$ cat src/rtl/radio_const_pkg.sv
// Constants shared by the radio datapath filters: coefficient format,
// accumulator width and the interpolator prototype coefficient sets.
package radio_const_pkg;

  localparam int COEF_W          = 32;
  localparam int ACC_W           = 64;
  localparam int QUANT_FRAC_BITS = 10;

  typedef logic signed [COEF_W-1:0] coef_t;

  // 4-tap prototype for 2x interpolation; Q.10, i.e. 1.0, 2.0, 3.0, 4.0.
  localparam coef_t INTERP2_COEFFS [4] = '{
    32'sd1024, 32'sd2048, 32'sd3072, 32'sd4096
  };

endpackage

$ cat src/rtl/fir_interp_mac.sv
// Signed multiply feeding a 64-bit accumulator with synchronous clear/enable.
// sum_o exposes acc + a*b so a caller can capture the final sum in the same cycle.
module fir_interp_mac
  import radio_const_pkg::*;
#(
  parameter int A_W = 16,
  parameter int B_W = COEF_W
) (
  input  logic                    clk,
  input  logic                    rst,
  input  logic                    clr_i,
  input  logic                    en_i,
  input  logic signed [A_W-1:0]   a_i,
  input  logic signed [B_W-1:0]   b_i,
  output logic signed [ACC_W-1:0] sum_o
);

  localparam int PROD_W = A_W + B_W;

  logic signed [PROD_W-1:0] prod;
  logic signed [ACC_W-1:0]  acc_q;
  logic signed [ACC_W-1:0]  acc_d;

  always_comb begin
    prod  = PROD_W'(a_i) * PROD_W'(b_i);
    sum_o = acc_q + ACC_W'(prod);
  end

  always_comb begin
    acc_d = acc_q;
    if (clr_i) begin
      acc_d = '0;
    end else if (en_i) begin
      acc_d = sum_o;
    end
  end

  always_ff @(posedge clk) begin
    if (rst) begin
      acc_q <= '0;
    end else begin
      acc_q <= acc_d;
    end
  end

endmodule

$ cat src/rtl/fir_interp.sv
// Polyphase interpolating FIR: one input sample in, INTERP outputs out, one in
// phase order, using a single sequential MAC over the TPP taps of each phase.
module fir_interp
  import radio_const_pkg::*;
#(
  parameter int    INTERP             = 2,
  parameter int    FIFO_DATA_WIDTH    = 16,
  parameter int    NUM_TAPS           = 32,
  parameter int    FRAC_BITS          = QUANT_FRAC_BITS,
  parameter coef_t COEFFS [NUM_TAPS]  = '{default: '0}
) (
  input  logic                       clk,
  input  logic                       rst,
  input  logic                       rd_fifo_empty,
  output logic                       rd_fifo_rd_en,
  input  logic [FIFO_DATA_WIDTH-1:0] rd_fifo_data_in,
  input  logic                       wr_fifo_full,
  output logic                       wr_fifo_wr_en,
  output logic [FIFO_DATA_WIDTH-1:0] wr_fifo_data_out
);

  localparam int DW    = FIFO_DATA_WIDTH;
  localparam int TPP   = NUM_TAPS / INTERP;
  localparam int TAP_W = (TPP > 1) ? $clog2(TPP) : 1;
  localparam int PH_W  = (INTERP > 1) ? $clog2(INTERP) : 1;
  localparam int IDX_W = (NUM_TAPS > 1) ? $clog2(NUM_TAPS) : 1;

  typedef enum logic [1:0] {IDLE, MAC, WRITE} state_e;

  state_e                state_q, state_d;
  logic signed [DW-1:0]  hist_q [TPP];
  logic signed [DW-1:0]  hist_d [TPP];
  logic [TAP_W-1:0]      tap_q, tap_d;
  logic [PH_W-1:0]       phase_q, phase_d;
  logic [DW-1:0]         dout_q, dout_d;

  logic                  rd_en, wr_en;
  logic                  mac_clr, mac_en;
  logic                  tap_last, phase_last;
  logic [IDX_W-1:0]      coef_idx;
  logic signed [DW-1:0]  hist_cur;
  coef_t                 coef_cur;
  logic signed [ACC_W-1:0] mac_sum;

  // Arithmetic shift back to sample scale, then keep the low bits (wraps, no clamp).
  function automatic logic [DW-1:0] dequant(input logic signed [ACC_W-1:0] v);
    return DW'(v >>> FRAC_BITS);
  endfunction

  assign tap_last   = (tap_q == TAP_W'(TPP - 1));
  assign phase_last = (phase_q == PH_W'(INTERP - 1));

  always_comb begin
    coef_idx = IDX_W'(int'(tap_q) * INTERP + int'(phase_q));
    coef_cur = COEFFS[coef_idx];
    hist_cur = hist_q[tap_q];
  end

  always_ff @(posedge clk) begin
    if (rst) begin
      state_q <= IDLE;
    end else begin
      state_q <= state_d;
    end
  end

  always_comb begin
    state_d = state_q;
    case (state_q)
      IDLE:    if (!rd_fifo_empty) state_d = MAC;
      MAC:     if (tap_last) state_d = WRITE;
      WRITE:   if (!wr_fifo_full) state_d = phase_last ? IDLE : MAC;
      default: state_d = IDLE;
    endcase
  end

  // FIFO strobes are gated by rst so nothing moves during a reset cycle.
  always_comb begin
    rd_en   = 1'b0;
    wr_en   = 1'b0;
    mac_en  = 1'b0;
    mac_clr = 1'b1;
    if (!rst) begin
      case (state_q)
        IDLE:  rd_en = !rd_fifo_empty;
        MAC: begin
          mac_en  = 1'b1;
          mac_clr = 1'b0;
        end
        WRITE: wr_en = !wr_fifo_full;
        default: ;
      endcase
    end
  end

  assign rd_fifo_rd_en    = rd_en;
  assign wr_fifo_wr_en    = wr_en;
  assign wr_fifo_data_out = dout_q;

  fir_interp_mac #(
    .A_W (DW),
    .B_W (COEF_W)
  ) u_mac (
    .clk   (clk),
    .rst   (rst),
    .clr_i (mac_clr),
    .en_i  (mac_en),
    .a_i   (hist_cur),
    .b_i   (coef_cur),
    .sum_o (mac_sum)
  );

  always_comb begin
    hist_d  = hist_q;
    tap_d   = tap_q;
    phase_d = phase_q;
    dout_d  = dout_q;
    case (state_q)
      IDLE: begin
        if (rd_en) begin
          for (int j = TPP - 1; j > 0; j--) begin
            hist_d[j] = hist_q[j-1];
          end
          hist_d[0] = signed'(rd_fifo_data_in);
          tap_d     = '0;
          phase_d   = '0;
        end
      end
      MAC: begin
        tap_d = tap_q + 1'b1;
        if (tap_last) begin
          tap_d  = '0;
          dout_d = dequant(mac_sum);
        end
      end
      WRITE: begin
        if (wr_en && !phase_last) begin
          phase_d = phase_q + 1'b1;
          tap_d   = '0;
        end
      end
      default: ;
    endcase
  end

  always_ff @(posedge clk) begin
    if (rst) begin
      for (int j = 0; j < TPP; j++) begin
        hist_q[j] <= '0;
      end
      tap_q   <= '0;
      phase_q <= '0;
      dout_q  <= '0;
    end else begin
      hist_q  <= hist_d;
      tap_q   <= tap_d;
      phase_q <= phase_d;
      dout_q  <= dout_d;
    end
  end

endmodule

$ cat config.mk
export PLATFORM = sky130hd
export DESIGN_NAME = fir_interp
export DESIGN_NICKNAME = d
export VERILOG_FILES = /design/src/rtl/radio_const_pkg.sv /design/src/rtl/fir_interp_mac.sv /design/src/rtl/fir_interp.sv
export SDC_FILE = /design/constraint.sdc
export NUM_CORES = 1
export LEC_CHECK = 0
export ABC_AREA = 1
export BUFFER_PORTS_ARGS = -buffer_cell sky130_fd_sc_hd__buf_2
export CAP_MARGIN = 20
export CORE_ASPECT_RATIO = 1.1
export CORE_MARGIN = 5
export CORE_UTILIZATION = 57
export DETAILED_ROUTE_END_ITERATION = 10
export PLACE_DENSITY = 0.89
export SLEW_MARGIN = 0
export SYNTH_ARGS = -nofsm -noshare
export SYNTH_HDL_FRONTEND = slang
export SYNTH_SLANG_ARGS = --single-unit
export TNS_END_PERCENT = 100
$ cat constraint.sdc
create_clock -name clk -period 5.05 [get_ports clk]
set_input_delay 0.505 -clock clk [delete_from_list [all_inputs] [get_ports clk]]
set_output_delay 0.505 -clock clk [all_outputs]
set_load 0.02 [all_outputs]
==> flow_results.org, run 1 <==
** Flow run
- Max-capacitance violation count :: 0

** Yosys
- Of the total synthesized cell area, the portion taken by full adders, half adders and majority gates is 16.5%.
- Yosys warns :: 0
- Post-synthesis mux area share :: 0%
- Area fraction in compound gates after synthesis :: 15.9%
- In the synthesized netlist the async set-or-reset flop fraction comes to 0%.
- Netlist area before placement :: 2520 sq um
- In the synthesized netlist, the number of instances is around 320.
- Count of flip-flops with a built-in enable after synthesis :: 0
- In this run, synthesis produced a sequential element count of between 40 and 50.
- Summing the areas of all and, or, nand and nor instances in the mapped netlist gives between 10% and 20% of the synthesized area.
- Most used DFF post-synth :: sky130_fd_sc_hd__dfxtp_1
- Counting distinct cell types in the post-synthesis netlist gives 36.
- After Yosys synthesis, XOR and XNOR cells account for 3.13% of the synthesized area.
- After synthesis, the largest family of logic cells by area is simple AND/OR/NAND/NOR gates.
- The share of the Yosys chip area taken by registers is ~36%.
- A synthesized cell averages between 7 and 8 sq um.

** Hold path
- In this run the worst hold path is classified as primary input to register.

** Placement
- Hpwl dp :: about 3500 microns
- Routability-driven placement finished with a final weighted congestion of 0.839.
- Buffers on Ports :: 17
- Worst setup timing slack at the placement stage :: ~0.97 ns

** Power
- Leak Pwr :: approximately 1.4 nW
- Total power draw :: just over 0.8 mW
- For this design the ratio of total power to cell area is about 300 nW/um^2.
- Largest voltage drop on the vdd net :: around 0.00025 V

** Clock network
- The clock passes through at most 2 buffers.
- The H-tree generated during clock tree synthesis spans 2 levels.
- Gates resized during post-CTS repair numbered 0.
- Clock insertion delay at the later pin of the skew report :: around 0.3 ns
- TritonCTS built the clock tree.
- The tree built by TritonCTS fans out to 45 sinks.
- The number of hold buffers added after CTS was 0.
- Root Buffer :: sky130_fd_sc_hd__clkbuf_8
- Number of buffers added for setup after CTS :: 0
- In this run, CTS created clock tree buffers numbering 5.
- Clock-pin slew was measured on the worst setup and hold paths at approximately 0.09 ns.

** Floorplanning
- Measured along the x axis, the die boundary spans roughly 73 microns.
- The core region is around 4300 sq um.
- Overall die area :: slightly below 6000 sq um
- Starting Density :: a little under 60%
- After floorplanning, the core was divided into 25 placement rows.
- 38 I/O pins were placed.
- Vert. Die Dim :: 79.8 microns

** Detailed routing
- DR vias/cell :: around 5.3
- Remaining number of nets flagged by the antenna check after routing :: 0
- Residual DRC :: 0
- Post-detailed-route wirelength per cell :: roughly 13 microns
- Before antenna repair, the detailed router went through 4 iterations.
- Detailed-route via count :: roughly 2000
- For this block, the routed nets add up to roughly 4900 microns of wire.
- In this run, the number of DRC markers left after iteration 0 of detailed routing was 73.

** Worst setup path
- WP data required :: roughly 5.3 ns
- Type of the worst setup path :: register to register
- For the worst setup path, the data arrival time is about 4.4 ns.
- Of all nets on the critical path, the largest fanout is 14.
- STA classifies the critical path startpoint as a register.
- The worst setup path is captured at a register.

** Timing
- The hold violation count in the final report came to 0.
- Final Skew :: roughly 0.0063 ns
- Subtracting the final worst setup slack from the clock period gives between 4 and 5 ns.
- Of the available clock period, the critical path in the final layout requires 82.2%.
- Final Max Slew Viols :: 0
- Fmax achieved :: approximately 0.24 GHz
- Unrepaired setup endpoints after global routing :: no
- In the post-route analysis, the smallest setup slack over all paths is between 0.8 and 0.9 ns.
- Setup violations remaining at the end of the flow were counted as 0.
- After routing, the total negative slack on setup checks comes to 0 ns.

** Layout
- Most frequent standard cell in the layout excluding fill and tap cells :: sky130_fd_sc_hd__inv_1
- Antenna diodes :: 0
- Share of cells above drive strength 1 :: 14.1%
- Finished Core Util :: roughly 63%
- Synthesis-to-layout area growth :: 6.90%
- The net count of the finished layout is around 390.
- Number of filler instances in the final layout :: 320
- The top cell types in the final layout, fill and taps aside, are sky130_fd_sc_hd__inv_1 (46), sky130_fd_sc_hd__dfxtp_1 (45), sky130_fd_sc_hd__nand2_1 (41).

** GRT
- Met3 layer usage reported by global route :: under 10%
- Entering global routing, the biggest net connects 32 pins.
- Global routing used roughly 22% of the available met1 tracks.
- The via count of the first global-routing pass came to approximately 2000.
- Busiest metal layer after global routing :: met2
- Met2 GRT Util :: about 34%
- Final global-route overflow total :: 0
- Global routing used a little under a fifth of the available tracks.
- Antenna violations before repair :: 0
- Global-route wire length before repair :: about 8900 microns

** Status
- Result of the run :: finished, final reports clean
[stage by stage]
stage	cells	area, sq um	hold WS, ns
after floorplan	323	2540	0.440
after global placement	380	2610	0.455
after detailed placement	380	2610	0.462
after CTS	388	2700	0.458
after global routing	388	2700	0.460
final	388	2700	0.456
[layer usage]
| metal | vias to the layer above | wire length (microns) | share of wire [%] |
|---|---|---|---|
| li1 | 1056 | - | - |
| met1 | 944 | 2140 | 43 |
| met2 | 48 | 2530 | 51 |
| met3 | 6 | 209 | 4.2 |
| met4 | 0 | 55 | 1.1 |
| met5 | - | 0 | 0 |
[path summary, 6_finish.rpt]
check | from | end | slack [ns] | cells after the start
worst max-delay path | tap_q[0] | wr_fifo_data_out[15] | 0.90 | 19
worst min register to register | hist_q[47] | hist_q[31] | 0.48 | 2
worst max register to register | tap_q[0] | wr_fifo_data_out[15] | 0.90 | 19
worst min-delay path | rd_fifo_data_in[15] | hist_q[255] | 0.46 | 3
[Yosys cell counts (all sizes together), types with 2 or more instances]
| library cell | count | area share [%] |
|---|---|---|
| clkbuf | 3 | 0.45 |
| nor2 | 22 | 3.4 |
| o21ai | 24 | 4.9 |
| a21oi | 33 | 6.7 |
| nand3 | 24 | 5.8 |
| dfxtp | 45 | 36 |
| fa | 2 | 1.6 |
| nand2 | 44 | 7.0 |
| ha | 30 | 15 |
| o211ai | 8 | 2.6 |
| or2 | 2 | 0.50 |
| xor2 | 4 | 1.4 |
| buf | 12 | 3.2 |
| inv | 53 | 7.9 |
| xnor2 | 5 | 1.7 |
[layout make-up]
cell class              count  area [sq um]  share of cell area (%)
inverters                  53           199                    7.38
multi-input cells         210          1350                    49.9
repair buffers             18          92.6                    3.44
clock inverters             3          21.3                   0.789
well taps                  54          67.6                    2.51
flip-flops and latches     45           901                    33.4
clock buffers               5          68.8                    2.55
[critical path: stages, from the launching register on]
cell and delay (ns):
sky130_fd_sc_hd__dfxtp_1 0.58, sky130_fd_sc_hd__inv_2 0.16, sky130_fd_sc_hd__nand2_1 0.09, sky130_fd_sc_hd__nand3_1 0.08, sky130_fd_sc_hd__nand3_2 0.09, sky130_fd_sc_hd__nand3_2 0.12, sky130_fd_sc_hd__nand2_4 0.22, sky130_fd_sc_hd__ha_1 0.18
sky130_fd_sc_hd__ha_1 0.14, sky130_fd_sc_hd__ha_1 0.23, sky130_fd_sc_hd__ha_1 0.21, sky130_fd_sc_hd__fa_1 0.54, sky130_fd_sc_hd__inv_1 0.07, sky130_fd_sc_hd__fa_1 0.48, sky130_fd_sc_hd__o21ai_0 0.34, sky130_fd_sc_hd__a31oi_1 0.17
sky130_fd_sc_hd__nand3_1 0.15, sky130_fd_sc_hd__nand3_1 0.09, sky130_fd_sc_hd__nand2_1 0.08, sky130_fd_sc_hd__inv_1 0.03
[power by group]
group	internal, mW	leakage (nW)	switching (mW)
Clock	0.0983	0.0445	0.128
Sequential	0.376	0.367	0.0148
Combinational	0.0681	0.954	0.122
Total	0.542	1.37	0.265
[state kept, by name, indices dropped and copies added, names as in the netlist]
name / count
hist_q: 16
phase_last: 1
state_q: 2
tap_q: 4
u_mac.acc_q: 11
wr_fifo_data_out: 11
[kinds of logic after synthesis]
group	after synthesis
xor+xnor	9
buf+inv	68
simple gates	94
other cells	1
fa+ha+maj	32
compound gates	70
flops	45
No activity file was read; power rests on OpenSTA's default activity.
==> inputs of run 2 (changes only) <==
==> constraint.sdc (replaced) <==
create_clock -name clk -period 3.85 [get_ports clk]
set_input_delay 0.385 -clock clk [delete_from_list [all_inputs] [get_ports clk]]
set_output_delay 0.385 -clock clk [all_outputs]
set_load 0.02 [all_outputs]
==> run 2 against run 1 <==
  * Total power increased by 41%
  * Critical path depth increased by 2
  * Final area increased by 4.3%
  * Routed wire length grew 4.6%
  * Clock skew rose by 0.0057 ns
  * Sequential share of layout area fell by 1.4 points
  * Clock-buffer cell count did not move
  * Critical path type unchanged
  * Die area stayed put
  * Sequential cell count unchanged
  * Clock power rose by 61%
==> flow_results.org, run 2 (same netlist as run 1, synthesis figures left out) <==
** Status
- Result of the run: finished, final reports clean (unchanged).

** Worst setup path
- Worst reg2reg path startpoint :: tap_q[0] (unchanged)
- The critical path arrival is 3.92 ns (was 4.35 ns).
- The required time of the worst setup path came to 4.09 ns (was 5.25 ns).
- Capturing element of the worst setup path :: wr_fifo_data_out[13] (was wr_fifo_data_out[15])
- The setup slack on the worst flop-to-flop path came to 0.18 ns (was 0.90 ns).
- The peak fanout along the critical path is 9 (was 14).
- The worst setup path startpoint was tap_q[0] (unchanged).
- The type of the worst setup path is register to register (unchanged).
- The endpoint of the lowest-slack register-to-register path is wr_fifo_data_out[13] (was wr_fifo_data_out[15]).
- Crit start category :: register (unchanged)
- Reg2Reg Depth :: 21 (was 19)
- The type of destination of the critical path is a register (unchanged).

** Layout
- The fraction of layout instances using a drive strength above 1 came to 17.0% (was 14.1%).
- The number of inserted diodes was 0 (unchanged).
- The most common library cell in the layout ignoring fill and taps was sky130_fd_sc_hd__inv_1 (unchanged).
- The flip-flop count of the largest register, all copies and words added was 16 (unchanged).
- Synthesis-to-layout area growth :: 11.5% (was 6.90%)
- Highest-count cells in the layout ignoring fill and taps: sky130_fd_sc_hd__inv_1 (46), sky130_fd_sc_hd__dfxtp_1 (45), sky130_fd_sc_hd__nand2_1 (41) (unchanged).
- Nets@finish :: 392 (was 385)
- Most flops, register :: hist_q (unchanged)

** Clock network
- Number of sinks handled by clock tree synthesis :: 45 (unchanged)
- The maximum level of the CTS H-tree came to 2 (unchanged).
- The clock tree from TritonCTS was built (unchanged).
- Post-CTS Hold Fix Bufs :: 0 (unchanged)
- The number of buffers created by CTS is 5 (unchanged).
- The cell at the root of the clock tree is sky130_fd_sc_hd__clkbuf_8 (unchanged).
- The clock insertion delay at the later pin of the skew report came to 0.30 ns (about the same).
- Clock transition at the registers of the reported paths :: 0.09 ns (about the same)
- CTS Buffer Depth :: 2 (unchanged)

** GRT
- Final global-route overflow total :: 0 (unchanged)
- The via count of the first global-routing pass came to 2063 (was 2044).
- Global-route wire length before repair :: 8450 microns (was 8930 microns)
- Antenna violations before repair :: 0 (unchanged)
- The pin count of the biggest net entering global routing is 32 (unchanged).
- The total global-route track usage came to 18.1% (was 19.1%).

** Detailed routing
- Post-detailed-routing wire length :: 5160 microns (was 4930 microns)
- The DRC violation count after routing is 0 (unchanged).
- Remaining number of nets flagged by the antenna check after routing :: 0 (unchanged)
- Post-detailed-route wirelength per cell :: 13.1 microns (was 12.7 microns)
- The number of vias after detailed routing is 2137 (was 2054).
- DR vias/cell :: 5.41 (was 5.29)
- The number of design-rule violations left by the first detailed-router iteration came to 97 (was 73).
- First-pass detailed-route iteration total :: 6 (was 4)

** Floorplanning
- The number of I/O pins was 38 (unchanged).
- Starting Density :: 58.8% (unchanged)
- The horizontal die dimension came to 73.4 microns (unchanged).
- The area of the core region is 4290 sq um (unchanged).
- The number of rows in the core area came to 25 (unchanged).
- Vert. Die Dim :: 79.8 microns (unchanged)
- The area enclosed by the die boundary came to 5850 sq um (unchanged).

** Power
- Clock network power share :: 31.8% (was 28.1%)
- Power share of the combinational group :: 23.5% (about the same)
- Leak Pwr :: 1.42 nW (was 1.37 nW)
- The proportion of total power due to net switching was 31.0% (was 32.8%).
- Total power draw :: 1.14 mW (was 0.807 mW)
- P_sw :: 0.354 mW (was 0.265 mW)
- The power density over the cells is 405 nW/um^2 (was 299 nW/um^2).
- Largest voltage drop on the vdd net :: 0.000300 V (was 0.000247 V)
- The proportion of power drawn by flip-flops and latches came to 44.7% (was 48.4%).
- The internal power is 0.786 mW (was 0.542 mW).

** Timing
- Share of the clock period used by the worst path after layout :: 95.4% (was 82.2%)
- The summed negative setup slack over all endpoints is 0 ns (unchanged).
- Shortest period the worst path allows :: 3.67 ns (was 4.15 ns)
- Final Max Slew Viols :: 0 (unchanged)
- Final-report hold violation count :: 0 (unchanged)
- Final Skew :: 0.0120 ns (was 0.00635 ns)
- # setup viols final :: 0 (unchanged)
- Fmax achieved :: 0.272 GHz (was 0.241 GHz)

** Placement
- Buffers on Ports :: 17 (unchanged)
- Hpwl dp :: 3450 microns (was 3520 microns)
- Final RePlAce weighted congestion :: 0.851 (was 0.839)

** Hold path
- Min-delay worst type :: primary input to register (unchanged)

** Flow run
- The reported max-cap violation count came to 0 (unchanged).
run 2: cell count changes in the layout (fill, tap and decap cells not counted), sizes merged:
cell / before / now
clkinvlp: 1 / 0
bufinv: 0 / 1
buf: 18 / 25
run 2: how the worst min path moves through the flow:
stage          depth (start not counted)           to  slack [ns]                start
2_1_floorplan                          2   hist_q[31]        0.44           hist_q[47]
3_3_place_gp                           2  hist_q[255]        0.45          hist_q[255]
3_5_place_dp                           2  hist_q[255]        0.46          hist_q[255]
4_1_cts                                3  hist_q[255]        0.32  rd_fifo_data_in[15]
5_1_grt                                3  hist_q[255]        0.32  rd_fifo_data_in[15]
6_report                               3  hist_q[255]        0.32  rd_fifo_data_in[15]
run 2: timing repair:
action	4_1_cts	5_1_grt
endpoints found under the hold margin	0	0
endpoints found under the setup margin	0	9
gates resized for setup	0	9
buffers inserted	0	2
run 2: metal layers:
metal  up-vias  GRT usage (%)  part of all wire, %
li1       1069              -                    -
met4         0           6.52                  2.4
met5         -              0                    0
met2        48           32.3                   50
met3        11           4.28                  4.2
met1      1009           20.7                   43
run 2: power by group through the flow:
stage	sequential, mW	combinational [mW]	clock [mW]
3_5_place_dp	0.519	0.251	0
6_report	0.509	0.268	0.363
3_3_place_gp	0.518	0.240	0
4_1_cts	0.508	0.253	0.367
2_1_floorplan	0.516	0.206	0
5_1_grt	0.512	0.310	0.388
run 2: layout make-up:
cell class	instances	area, sq um
Fill cell	302	1470
Multi-Input combinational cell	210	1380
Sequential cell	45	901
Inverter	53	204
Timing Repair Buffer	25	145
Clock buffer	5	68.8
Tap cell	54	67.6
Clock inverter	3	43.8
run 2: worst max-delay path, cell delays in order, from the launching register on:
cell and delay, ns:
sky130_fd_sc_hd__dfxtp_1 0.33, sky130_fd_sc_hd__buf_4 0.17, sky130_fd_sc_hd__inv_6 0.08, sky130_fd_sc_hd__nand2_1 0.05, sky130_fd_sc_hd__nand3_1 0.07, sky130_fd_sc_hd__nand3_1 0.09
sky130_fd_sc_hd__nand3_2 0.14, sky130_fd_sc_hd__nand2_4 0.06, sky130_fd_sc_hd__ha_1 0.18, sky130_fd_sc_hd__ha_1 0.19, sky130_fd_sc_hd__ha_1 0.27, sky130_fd_sc_hd__ha_1 0.21
sky130_fd_sc_hd__fa_1 0.54, sky130_fd_sc_hd__inv_1 0.07, sky130_fd_sc_hd__fa_2 0.41, sky130_fd_sc_hd__buf_4 0.17, sky130_fd_sc_hd__o221ai_4 0.16, sky130_fd_sc_hd__xor2_1 0.16
sky130_fd_sc_hd__inv_1 0.07, sky130_fd_sc_hd__nand2_1 0.06, sky130_fd_sc_hd__o211ai_1 0.08, sky130_fd_sc_hd__inv_1 0.07
run 2: metrics by stage:
step | util (%) | std cells | hold WS (ns) | instance area (sq um) | setup WS (ns)
floorplan | - | 323 | 0.440 | 2540 | 0.307
global placement | 61.7 | 385 | 0.453 | 2640 | 0.148
detailed placement | 61.7 | 385 | 0.460 | 2640 | 0.0488
CTS | 64.3 | 393 | 0.318 | 2760 | 0.0184
global route | 65.6 | 395 | 0.320 | 2810 | -0.0177
finish | 65.6 | 395 | 0.320 | 2810 | 0.177
